==> config.mk <==
export PLATFORM = sky130hd
export DESIGN_NAME = nios_switch_event_ctrl
export DESIGN_NICKNAME = d
export VERILOG_FILES = /design/src/rtl/nios_switch_event_ctrl.sv
export SDC_FILE = /design/constraint.sdc
export NUM_CORES = 1
export LEC_CHECK = 0
export BUFFER_PORTS_ARGS = -buffer_cell sky130_fd_sc_hd__buf_2
export CAP_MARGIN = 20
export CORE_ASPECT_RATIO = 1.1
export CORE_UTILIZATION = 46
export CTS_CLUSTER_DIAMETER = 40
export DETAILED_ROUTE_END_ITERATION = 10
export PLACE_DENSITY = 0.79
export SYNTH_ARGS = -nofsm -noshare
export SYNTH_HDL_FRONTEND = slang
export SYNTH_SLANG_ARGS = --single-unit
==> constraint.sdc <==
create_clock -name clk -period 5.8 [get_ports clk]
set_input_delay 0 -clock clk [delete_from_list [all_inputs] [get_ports clk]]
set_output_delay 0 -clock clk [all_outputs]
set_load 0.02 [all_outputs]
==> src/rtl/nios_switch_event_ctrl.sv <==
// Avalon-MM master that services a switch edge-capture PIO on its own: programs irq_mask,
// answers the PIO irq by reading/clearing edge_capture and sampling levels, and queues events.
module nios_switch_event_ctrl #(
  parameter int               WIDTH      = 2,
  parameter int               FIFO_DEPTH = 4,
  parameter logic [WIDTH-1:0] INIT_MASK  = 2'b11
) (
  input  logic                          clk,
  input  logic                          reset_n,
  input  logic                          pio_irq,
  output logic [1:0]                    pio_address,
  output logic                          pio_chipselect,
  output logic                          pio_write_n,
  output logic [31:0]                   pio_writedata,
  input  logic [31:0]                   pio_readdata,
  input  logic [WIDTH-1:0]              cfg_mask,
  input  logic                          cfg_mask_wr,
  output logic                          evt_valid,
  input  logic                          evt_ready,
  output logic [WIDTH-1:0]              evt_capture,
  output logic [WIDTH-1:0]              evt_level,
  output logic [$clog2(FIFO_DEPTH):0]   evt_count,
  output logic                          overflow,
  input  logic                          overflow_clr
);

  localparam int PTR_W = $clog2(FIFO_DEPTH);

  localparam logic [1:0] ADDR_DATA = 2'd0;
  localparam logic [1:0] ADDR_MASK = 2'd2;
  localparam logic [1:0] ADDR_CAP  = 2'd3;

  localparam logic [PTR_W:0] PTR_ONE    = {{PTR_W{1'b0}}, 1'b1};
  localparam logic [PTR_W:0] FULL_COUNT = FIFO_DEPTH[PTR_W:0];

  typedef enum logic [2:0] {
    S_INIT, S_IDLE, S_MASK, S_RD_CAP, S_CLR_CAP, S_RD_DAT, S_PUSH
  } state_t;

  typedef struct packed {
    logic        cs;
    logic        wr_n;
    logic [1:0]  addr;
    logic [31:0] wdata;
  } bus_t;

  localparam bus_t BUS_IDLE = '{cs: 1'b0, wr_n: 1'b1, addr: ADDR_DATA, wdata: 32'd0};

  function automatic bus_t bus_write(input logic [1:0] addr, input logic [WIDTH-1:0] data);
    bus_t b;
    b.cs    = 1'b1;
    b.wr_n  = 1'b0;
    b.addr  = addr;
    b.wdata = {{(32-WIDTH){1'b0}}, data};
    return b;
  endfunction

  function automatic bus_t bus_read(input logic [1:0] addr);
    bus_t b;
    b.cs    = 1'b1;
    b.wr_n  = 1'b1;
    b.addr  = addr;
    b.wdata = 32'd0;
    return b;
  endfunction

  state_t           state, state_nxt;
  bus_t             bus, bus_nxt;
  logic [WIDTH-1:0] cap_reg;
  logic [WIDTH-1:0] mask_val;
  logic             mask_pend;

  logic [PTR_W:0]   wr_ptr, rd_ptr;
  logic [2*WIDTH-1:0] mem [FIFO_DEPTH];
  logic             full, push_req, push, pop, drop;
  logic [WIDTH-1:0] level_in;

  // Upper read-data bits carry nothing for a WIDTH-bit PIO.
  logic unused_readdata;
  assign unused_readdata = ^pio_readdata[31:WIDTH];

  // Bus outputs are registered from the next state, so the bus always shows the
  // access belonging to the state the FSM is in; INIT's write lands on the first IDLE cycle.
  // NOTE: every always_comb output gets a default first so no path can infer a latch.
  always_comb begin
    state_nxt = state;
    bus_nxt   = BUS_IDLE;
    unique case (state)
      S_INIT: begin
        state_nxt = S_IDLE;
        bus_nxt   = bus_write(ADDR_MASK, INIT_MASK);
      end
      S_IDLE: begin
        if (mask_pend) begin
          state_nxt = S_MASK;
          bus_nxt   = bus_write(ADDR_MASK, mask_val);
        end else if (pio_irq) begin
          state_nxt = S_RD_CAP;
          bus_nxt   = bus_read(ADDR_CAP);
        end
      end
      S_MASK:    state_nxt = S_IDLE;
      S_RD_CAP: begin
        state_nxt = S_CLR_CAP;
        bus_nxt   = bus_write(ADDR_CAP, '0);
      end
      S_CLR_CAP: begin
        state_nxt = S_RD_DAT;
        bus_nxt   = bus_read(ADDR_DATA);
      end
      S_RD_DAT:  state_nxt = S_PUSH;
      S_PUSH:    state_nxt = S_IDLE;
      default:   state_nxt = S_INIT;
    endcase
  end

  // NOTE: sequential state uses non-blocking assignments so every register samples pre-edge values.
  always_ff @(posedge clk or negedge reset_n) begin
    if (!reset_n) begin
      state <= S_INIT;
      bus   <= BUS_IDLE;
    end else begin
      state <= state_nxt;
      bus   <= bus_nxt;
    end
  end

  assign pio_chipselect = bus.cs;
  assign pio_write_n    = bus.wr_n;
  assign pio_address    = bus.addr;
  assign pio_writedata  = bus.wdata;

  // A pulse arriving while a pending write is being dispatched stays pending, so the newest value always reaches the PIO.
  always_ff @(posedge clk or negedge reset_n) begin
    if (!reset_n) begin
      mask_val  <= '0;
      mask_pend <= 1'b0;
    end else if (cfg_mask_wr) begin
      mask_val  <= cfg_mask;
      mask_pend <= 1'b1;
    end else if (state == S_IDLE && mask_pend) begin
      mask_pend <= 1'b0;
    end
  end

  always_ff @(posedge clk or negedge reset_n) begin
    if (!reset_n) begin
      cap_reg <= '0;
    end else if (state == S_CLR_CAP) begin
      cap_reg <= pio_readdata[WIDTH-1:0];
    end
  end

  // Event FIFO: first-word-fall-through, occupancy from pointers with an extra wrap bit.
  assign level_in  = pio_readdata[WIDTH-1:0];
  assign evt_count = wr_ptr - rd_ptr;
  assign evt_valid = (evt_count != '0);
  assign full      = (evt_count == FULL_COUNT);
  assign pop       = evt_valid & evt_ready;
  assign push_req  = (state == S_PUSH) && (cap_reg != '0);
  assign push      = push_req & (~full | pop);
  assign drop      = push_req & full & ~pop;

  always_ff @(posedge clk or negedge reset_n) begin
    if (!reset_n) begin
      wr_ptr <= '0;
      rd_ptr <= '0;
    end else begin
      if (push) wr_ptr <= wr_ptr + PTR_ONE;
      if (pop)  rd_ptr <= rd_ptr + PTR_ONE;
    end
  end

  // NOTE: storage is not reset; the pointers alone define which entries are valid.
  always_ff @(posedge clk) begin
    if (push) mem[wr_ptr[PTR_W-1:0]] <= {cap_reg, level_in};
  end

  assign {evt_capture, evt_level} = mem[rd_ptr[PTR_W-1:0]];

  always_ff @(posedge clk or negedge reset_n) begin
    if (!reset_n) begin
      overflow <= 1'b0;
    end else if (drop) begin
      overflow <= 1'b1;
    end else if (overflow_clr) begin
      overflow <= 1'b0;
    end
  end

endmodule

* Word level (Yosys, flattened, before mapping)
Memory sizes are Yosys's and may differ from the RTL's.
Cells that the tools add are included.
** Operators by class
- Add/subtract/negate cells :: 3
- Muxes and demuxes :: 12
- Reductions and logical operators :: 8
- Eq/ne operators :: 8
- Bitwise operators :: 7
** Operator list (count)
- 36-bit case mux with 4 select lines :: 1
- 36-bit 2-to-1 mux :: 2
- 3-bit case mux with 5 select lines :: 1
- 3-bit equality test (second input constant) :: 4
- 3-bit by 1-bit adder with 3-bit output (second input constant) :: 2
- 3-bit by 2-bit equality test with 1-bit output (second input constant) :: 2
- 1-bit 2-to-1 mux :: 6
- 3-bit 2-to-1 mux :: 2
- 2-bit nonzero test :: 3
- 1-bit AND :: 4
- 3-bit by 1-bit equality test with 1-bit output (second input constant) :: 1
- 3-bit zero test :: 1
- 3-bit inequality test (second input constant) :: 1
- 3-bit nonzero test :: 1
- 3-bit OR reduction :: 1
- 3-bit subtractor :: 1
- 1-bit logical AND :: 2
- 1-bit NOT :: 2
- 1-bit bitwise OR :: 1
** Word-level totals
- RAM bits :: 16
- Bits of input ports :: 40
- Logic and storage cells :: 50
- Register bits :: 51
- Memories kept :: 1
** Memories
- mem :: depth 4, width 4, rd ports 1, clocked after memory_dff 0, write ports 1, RTL line 74 : logic [2*WIDTH-1:0] mem [FIFO_DEPTH];

* Logic depth before layout (Yosys ltp)
Gate-level depths: netlist of the first run.
- Depth after elaboration :: 7
- Gate-level depth with buffers :: 7
- Depth with buffers taken out :: 7

* Worst setup path after synthesis of the first run
No wires, ideal clock.
- Path kind :: register -> register
- From :: register wr_ptr[0]
- To :: register rd_ptr[1]
- Slack :: 3.707 ns
- Cell stages (with the launch flop) :: 8
- Period minus slack after synthesis :: 2.093 ns
- Arrival time :: 1.968 ns
- Data required time :: 5.675 ns
- Path buffers :: 0
- Setup time :: 0.125 ns
- Path through :: dfrtp_1 inv_1 ha_1 fa_1 xnor3_2 inv_1 o21ai_1 mux2_2
** Between the ends
- Longest elaborated chain between the ends :: 3
** RTL lines
- start: declaration :: RTL line 73 : logic [PTR_W:0] wr_ptr, rd_ptr;
- start signal: assignment :: RTL line 169 : if (push) wr_ptr <= wr_ptr + PTR_ONE;
- 3-bit subtractor :: RTL line 156 : assign evt_count = wr_ptr - rd_ptr;
- named net evt_count[2] :: RTL line 22 : output logic [$clog2(FIFO_DEPTH):0] evt_count,
- 3-bit nonzero test :: RTL line 157 : assign evt_valid = (evt_count != '0);
- 1-bit AND :: RTL line 159 : assign pop = evt_valid & evt_ready;
- end signal: assignment :: RTL line 170 : if (pop) rd_ptr <= rd_ptr + PTR_ONE;
- end: declaration :: RTL line 73
The timed path passes the listed nets, and every way through them passes these cells.
A chain may end at the register's enable or synchronous reset.

* Final worst setup path of the first run
- From :: register rd_ptr[0]
- To :: register rd_ptr[1]
** Between the ends
- Longest elaborated chain between the ends :: 3
- Elaborated cells on any way between the ends :: 4
** RTL lines (RTL line)
- 3-bit subtractor :: 156
- 3-bit nonzero test :: 157
- 1-bit AND :: 159
Several ways; a longest one is shown, not always the timed one.

==> out/metrics.yaml, run 1 <==
final_hold_viol_count: 0
vias: 1014
cp.arrival_ns: 2.42
synth_edf_count: 16
dieArea_um2: 4220
min_period_over_period: 0.387
hold_slack_ns: 0.0546
floorplan.initialDensity: 0.491
clk_latency_ns: 0.28
layout_common_cells: "conb_1 (30), buf_2 (24), dfrtp_1 (20)"
die_x_um: 62
setup_viol: 0
core-area_um2: 3710
grt_antenna_before_repair: 0
reg2reg_depth: 6
worstSetupPathType: "reg2reg"
fin_ws_ns: 3.55
clk_pin_slew_ns: 0.08
hold_depth: 3
design_area_um2: 2070
place_area_um2: 1880
synth_adder_area_share: 0.0522
die_h_um: 68
grt_usage: 0.152
gp_congestion: 0.823
antennaDiodeCount: 0
port-buffer-count: 24
cts_resized: 0
h-tree-depth: 2
hold_end: "rd_ptr[2]"
io_pins: 85
hp-start: "evt_ready"
pwr_density_cell_nw_per_um2: 540
ys_warn_count: 0
synth_seq_cells: 37
synth_xor_xnor_area_share: 0.0323
cts.path.max_buffers: 2
r2r-start: "rd_ptr[0]"
max_cap_violations: 0
drt_first_pass_iters: 4
wire_per_inst_um: 12.6
netlist_area_um2: 1820
leakage_nw: 0.934
r2r_end: "rd_ptr[1]"
yosysSeqAreaShare: 0.553
synth-simple-area-share: 0.0646
status: "finished, final reports clean"
drcViolationCount: 0
largest_reg_flops: 16
slew_violations: 0
period_minus_slack_ns: 2.25
place_hpwl_um: 2110
final_antenna_net_count: 0
drive_above_1_share: 0.286
crit_fanout: 7
final_nets: 221
dp_slack_ns: 3.55
worstPathRequired_ns: 5.97
rrSetupSlack_ns: 3.55
synth_flop_cell: "dfrtp_1"
grt-ovfl-total: 0
synthMuxAreaShare: 0.0886
min_path_type: "in2reg"
start_kind: "flip-flop"
tns_ns: 0
drt_iter0_markers: 7
ctsRootBufferMaster: "clkbuf_8"
grt_pass1_wl_um: 4560
area_delta_synth_final_pct: 13.7
yosysUniqueCellTypes: 33
max-vdd-ir-drop_uv: 289
route.final.wire_length_um: 2830
row_count: 23
end_kind: "flip-flop"
clock_skew_ns: 0.00393
clock-sinks: 37
clock.fmax_ghz: 0.445
synthCells: 139
tritoncts: "yes"
async_flop_share: 0.568
via_per_inst: 4.51
cts_made_buffers: 5
synth_top_family_by_area: "buffers and inverters"
rsz0062_at_grt: "no"
synth_compound_area_frac: 0.0570
layout_commonest_cell: "conb_1"
grt_max_degree: 22
grt_pass1_vias: 1024
syn_area_per_cell_um2: 13.1
## synthesized netlist by cell type, drive strengths merged, types with 3 or more instances
cell / count / area [um2]
nor3: 3 / 15.0
dfrtp: 20 / 500
o21ai: 5 / 25.0
inv: 10 / 37.5
xnor2: 4 / 35.0
and2: 3 / 22.5
edfxtp: 16 / 480
a21oi: 4 / 20.0
mux2: 6 / 71.3
ha: 6 / 75.1
mux4: 4 / 90.1
buf: 30 / 225
nand2: 4 / 15.0
clkbuf: 3 / 11.3
## area by class of cell
cell class	instances	area, um2
Fill cell	298	1640
Sequential cell	37	1010
Multi-Input combinational cell	88	649
Timing Repair Buffer	32	200
Clock buffer	5	68.8
Tap cell	50	62.6
Clock inverter	3	46.3
Inverter	10	37.5
## critical path, stage by stage, from the launching register on
cell and delay, ns:
dfrtp_1 0.51, ha_1 0.26, fa_1 0.37, xnor3_2 0.29
inv_1 0.09, o21ai_1 0.25, mux2_2 0.36
## stage by stage
stage / utilization / power [W] / instances
global route: 0.558 / 0.00120 / 225
finish: 0.558 / 0.00112 / 225
CTS: 0.558 / 0.00113 / 225
floorplan: - / 0.000786 / 168
global placement: 0.506 / 0.000880 / 209
detailed placement: 0.506 / 0.000901 / 209
## worst max-delay path by stage
stage               from        end  slack (ns)  depth (start not counted)
2_1_floorplan  wr_ptr[0]  rd_ptr[1]        3.71                          7
3_3_place_gp   rd_ptr[0]  mem[1][0]        3.59                          5
3_5_place_dp   rd_ptr[0]  mem[1][0]        3.55                          5
4_1_cts        rd_ptr[0]  mem[1][1]        3.54                          5
5_1_grt        rd_ptr[0]  rd_ptr[1]        3.44                          6
6_report       rd_ptr[0]  rd_ptr[1]        3.55                          6
## metal layers
layer	share of wire	routed length [um]	GRT usage
met3	0.043	121	0.0359
met1	0.38	1080	0.175
met5	0	0	0
met4	0.019	54	0.0667
met2	0.56	1570	0.265
## cells by family (layout without fill, tap and decap cells)
logic type               count (synthesis)  after routing
flip-flops                              37             37
AND/OR/NAND/NOR                         21             21
AO/OA/AOI/OAI                           15             15
buffers and inverters                   43             50
multiplexers                            10             10
other                                    1             30
adder cells (fa/ha/maj)                  7              7
XOR/XNOR                                 5              5
## report_power, final
group	switching, W	total, W	leakage [nW]	internal [W]
logic	0.000275	0.000469	0.485	0.000195
clock network	0.0000933	0.000222	0.0543	0.000129
registers	0.0000750	0.000427	0.394	0.000352
## what timing repair did
| item | CTS | global route |
|---|---|---|
| buffers inserted | 0 | 0 |
| endpoints found under the hold margin | 34 | 0 |
| hold buffers | 8 | 0 |
Note: power is estimated with default switching activity, not from simulation.
==> run 2: changes to the inputs <==
--- a/config.mk
+++ b/config.mk
@@ -8,10 +8,10 @@
 export BUFFER_PORTS_ARGS = -buffer_cell sky130_fd_sc_hd__buf_2
 export CAP_MARGIN = 20
 export CORE_ASPECT_RATIO = 1.1
-export CORE_UTILIZATION = 46
+export CORE_UTILIZATION = 42
 export CTS_CLUSTER_DIAMETER = 40
 export DETAILED_ROUTE_END_ITERATION = 10
-export PLACE_DENSITY = 0.79
+export PLACE_DENSITY = 0.76
 export SYNTH_ARGS = -nofsm -noshare
 export SYNTH_HDL_FRONTEND = slang
 export SYNTH_SLANG_ARGS = --single-unit
==> constraint.sdc (replaced) <==
create_clock -name clk -period 1.9 [get_ports clk]
set_input_delay 0 -clock clk [delete_from_list [all_inputs] [get_ports clk]]
set_output_delay 0 -clock clk [all_outputs]
set_load 0.02 [all_outputs]
==> out/metrics.yaml, run 2 (synthesis results as in run 1) <==
status: "finished with violations"
violations: "setup timing"
crit_slowest_cell: "fa_2"
fin_ws_ns: -0.0679  # -3.62 ns
cts.path.max_buffers: 2  # unchanged
clk_latency_ns: 0.29  # about the same
grt_antenna_before_repair: 0  # unchanged
port-buffer-count: 24  # unchanged
rsz0062_at_grt: "yes"
max_cap_violations: 0  # unchanged
crit_chain: "inv_2 > ha_4 > fa_2 > nand3b_1 > o211a_4 > and2_4"
worstPathRequired_ns: 1.95  # -4.02 ns
min_period_over_period: 1.04  # +0.648
endpoint: "mem[2][1]"
grt_max_degree: 22  # unchanged
largest_reg_flops: 16  # unchanged
route.final.wire_length_um: 2910  # +3.1%
final_nets: 237  # +7.2%
die_h_um: 71.1  # +4.5%
fin_util: 0.548  # -0.00968
clock.fmax_ghz: 0.508  # +14%
tritoncts: "yes"
grt_usage: 0.133  # -0.0191
gr-usage-met2: 0.205  # -0.0598
dieArea_um2: 4610  # +9.2%
r2r-start: "wr_ptr[0]"
floorplan.initialDensity: 0.449  # -0.0413
max-vdd-ir-drop_uv: 873  # +200%
reg2reg_depth: 6  # unchanged
wire_per_inst_um: 12.0  # -4.6%
cts_made_buffers: 5  # unchanged
rrSetupSlack_ns: -0.07  # -3.62 ns
final_antenna_net_count: 0  # unchanged
drcViolationCount: 0  # unchanged
drt_iter0_markers: 32  # +25
crit_start: "wr_ptr[0]"
die_x_um: 64.8  # +4.5%
period_minus_slack_ns: 1.97  # -0.279 ns
grtUsageMet3: 0.0516  # +0.0157
layout_common_cells: "conb_1 (30), buf_2 (22), dfrtp_1 (20)"
h-tree-depth: 2  # unchanged
hold_slack_ns: 0.0480  # -0.00661 ns
r2r_end: "mem[2][1]"
vias: 1064  # +4.9%
dp_slack_ns: -0.0915  # -3.64 ns
clock-sinks: 37  # unchanged
drt_first_pass_iters: 4  # unchanged
area_delta_synth_final_pct: 22.0
grtUsageMet1: 0.169  # -0.00664
setup_viol: 15  # +15
slew_violations: 0  # unchanged
grt-ovfl-total: 0  # unchanged
layout_commonest_cell: "conb_1"
io_pins: 85  # unchanged
clk_pin_slew_ns: 0.07  # about the same
ctsRootBufferMaster: "clkbuf_8"
min_path_type: "in2reg"
core-area_um2: 4050  # +9.2%
place_hpwl_um: 2090  # -1.0%
crit_fanout: 5  # -2
gp_congestion: 0.771  # -6.3%
via_per_inst: 4.38  # -2.8%
cp.arrival_ns: 2.02  # -0.40 ns
busiest_layer: "met2"
leakage_nw: 1.01  # +8.2%
antennaDiodeCount: 0  # unchanged
clock_skew_ns: 0.00514  # +0.00120 ns
start_kind: "flip-flop"
end_kind: "flip-flop"
pwr_density_cell_nw_per_um2: 1700  # +220%
row_count: 24  # +4.3%
worstSetupPathType: "reg2reg"
grt_pass1_vias: 939  # -8.3%
final_hold_viol_count: 0  # unchanged
drive_above_1_share: 0.366  # +0.0808
max_stage_delay_ns: 0.53  # +0.02 ns
grt_pass1_wl_um: 4370  # -4.1%
run 2: changes by cell type in the layout (fill, tap and decap cells not counted), moves of 2 or more:
cell / delta
and2_2: -3
and2_4: +3
buf_2: -2
buf_4: +13
buf_6: +3
dlygate4sd3_1: +2
inv_1: -2
inv_2: +2
run 2: metrics by stage:
step           TNS [ns]  instances  power (W)  cell area [um2]
2_1_floorplan     -1.37        168    0.00246             1950
3_3_place_gp     -0.455        223    0.00305             1990
3_5_place_dp      -1.49        223    0.00309             1990
4_1_cts          -0.264        241    0.00367             2180
5_1_grt           -1.67        243    0.00404             2220
6_report         -0.680        243    0.00378             2220
run 2: worst min-delay path by stage:
stage,startpoint,slack [ns],to,cells past startpoint
6_report,evt_ready,0.05,rd_ptr[2],3
5_1_grt,evt_ready,0.07,rd_ptr[2],3
4_1_cts,evt_ready,0.04,rd_ptr[2],3
3_5_place_dp,reset_n,-0.02,mask_val[0],1
3_3_place_gp,reset_n,-0.02,mask_val[0],1
2_1_floorplan,reset_n,-0.30,cap_reg[0],0
run 2: worst max-delay path, delay by kind of cell, from the launching register on:
family                     cells  cell delay, ns
AOI/OAI and AO/OA              1            0.29
DFF                            1            0.37
adders and majority gates      2            0.69
buffers and inverters          1            0.06
and+or+nand+nor                2            0.33
run 2: area by class of cell:
cell class	instances	area (um2)
inverter	10	37.5
sequential	37	1010
fill	371	1830
clock inverter	3	17.5
multi-input combinational	88	686
clock buffer	5	68.8
timing repair buffer	48	342
tap	52	65.1
run 2: metal layers:
metal | routed length [um] | part of all wire
met2 | 1470 | 0.50
met3 | 171 | 0.059
met4 | 31 | 0.011
met1 | 1250 | 0.43
met5 | 0 | 0
run 2: what timing repair did:
item	4_1_cts	5_1_grt
pin swaps	5	2
gates resized for setup	2	6
hold buffers	10	0
endpoints found under the hold margin	35	0
setup buffers	0	2
setup endpoints to repair	23	24
run 2: where the power goes:
group / switching (W) / internal (W) / leakage [nW] / total, W
logic: 0.00103 / 0.000969 / 0.570 / 0.00200
clock network: 0.000276 / 0.000253 / 0.0455 / 0.000529
registers: 0.000178 / 0.00108 / 0.394 / 0.00125
total: 0.00148 / 0.00230 / 1.01 / 0.00378
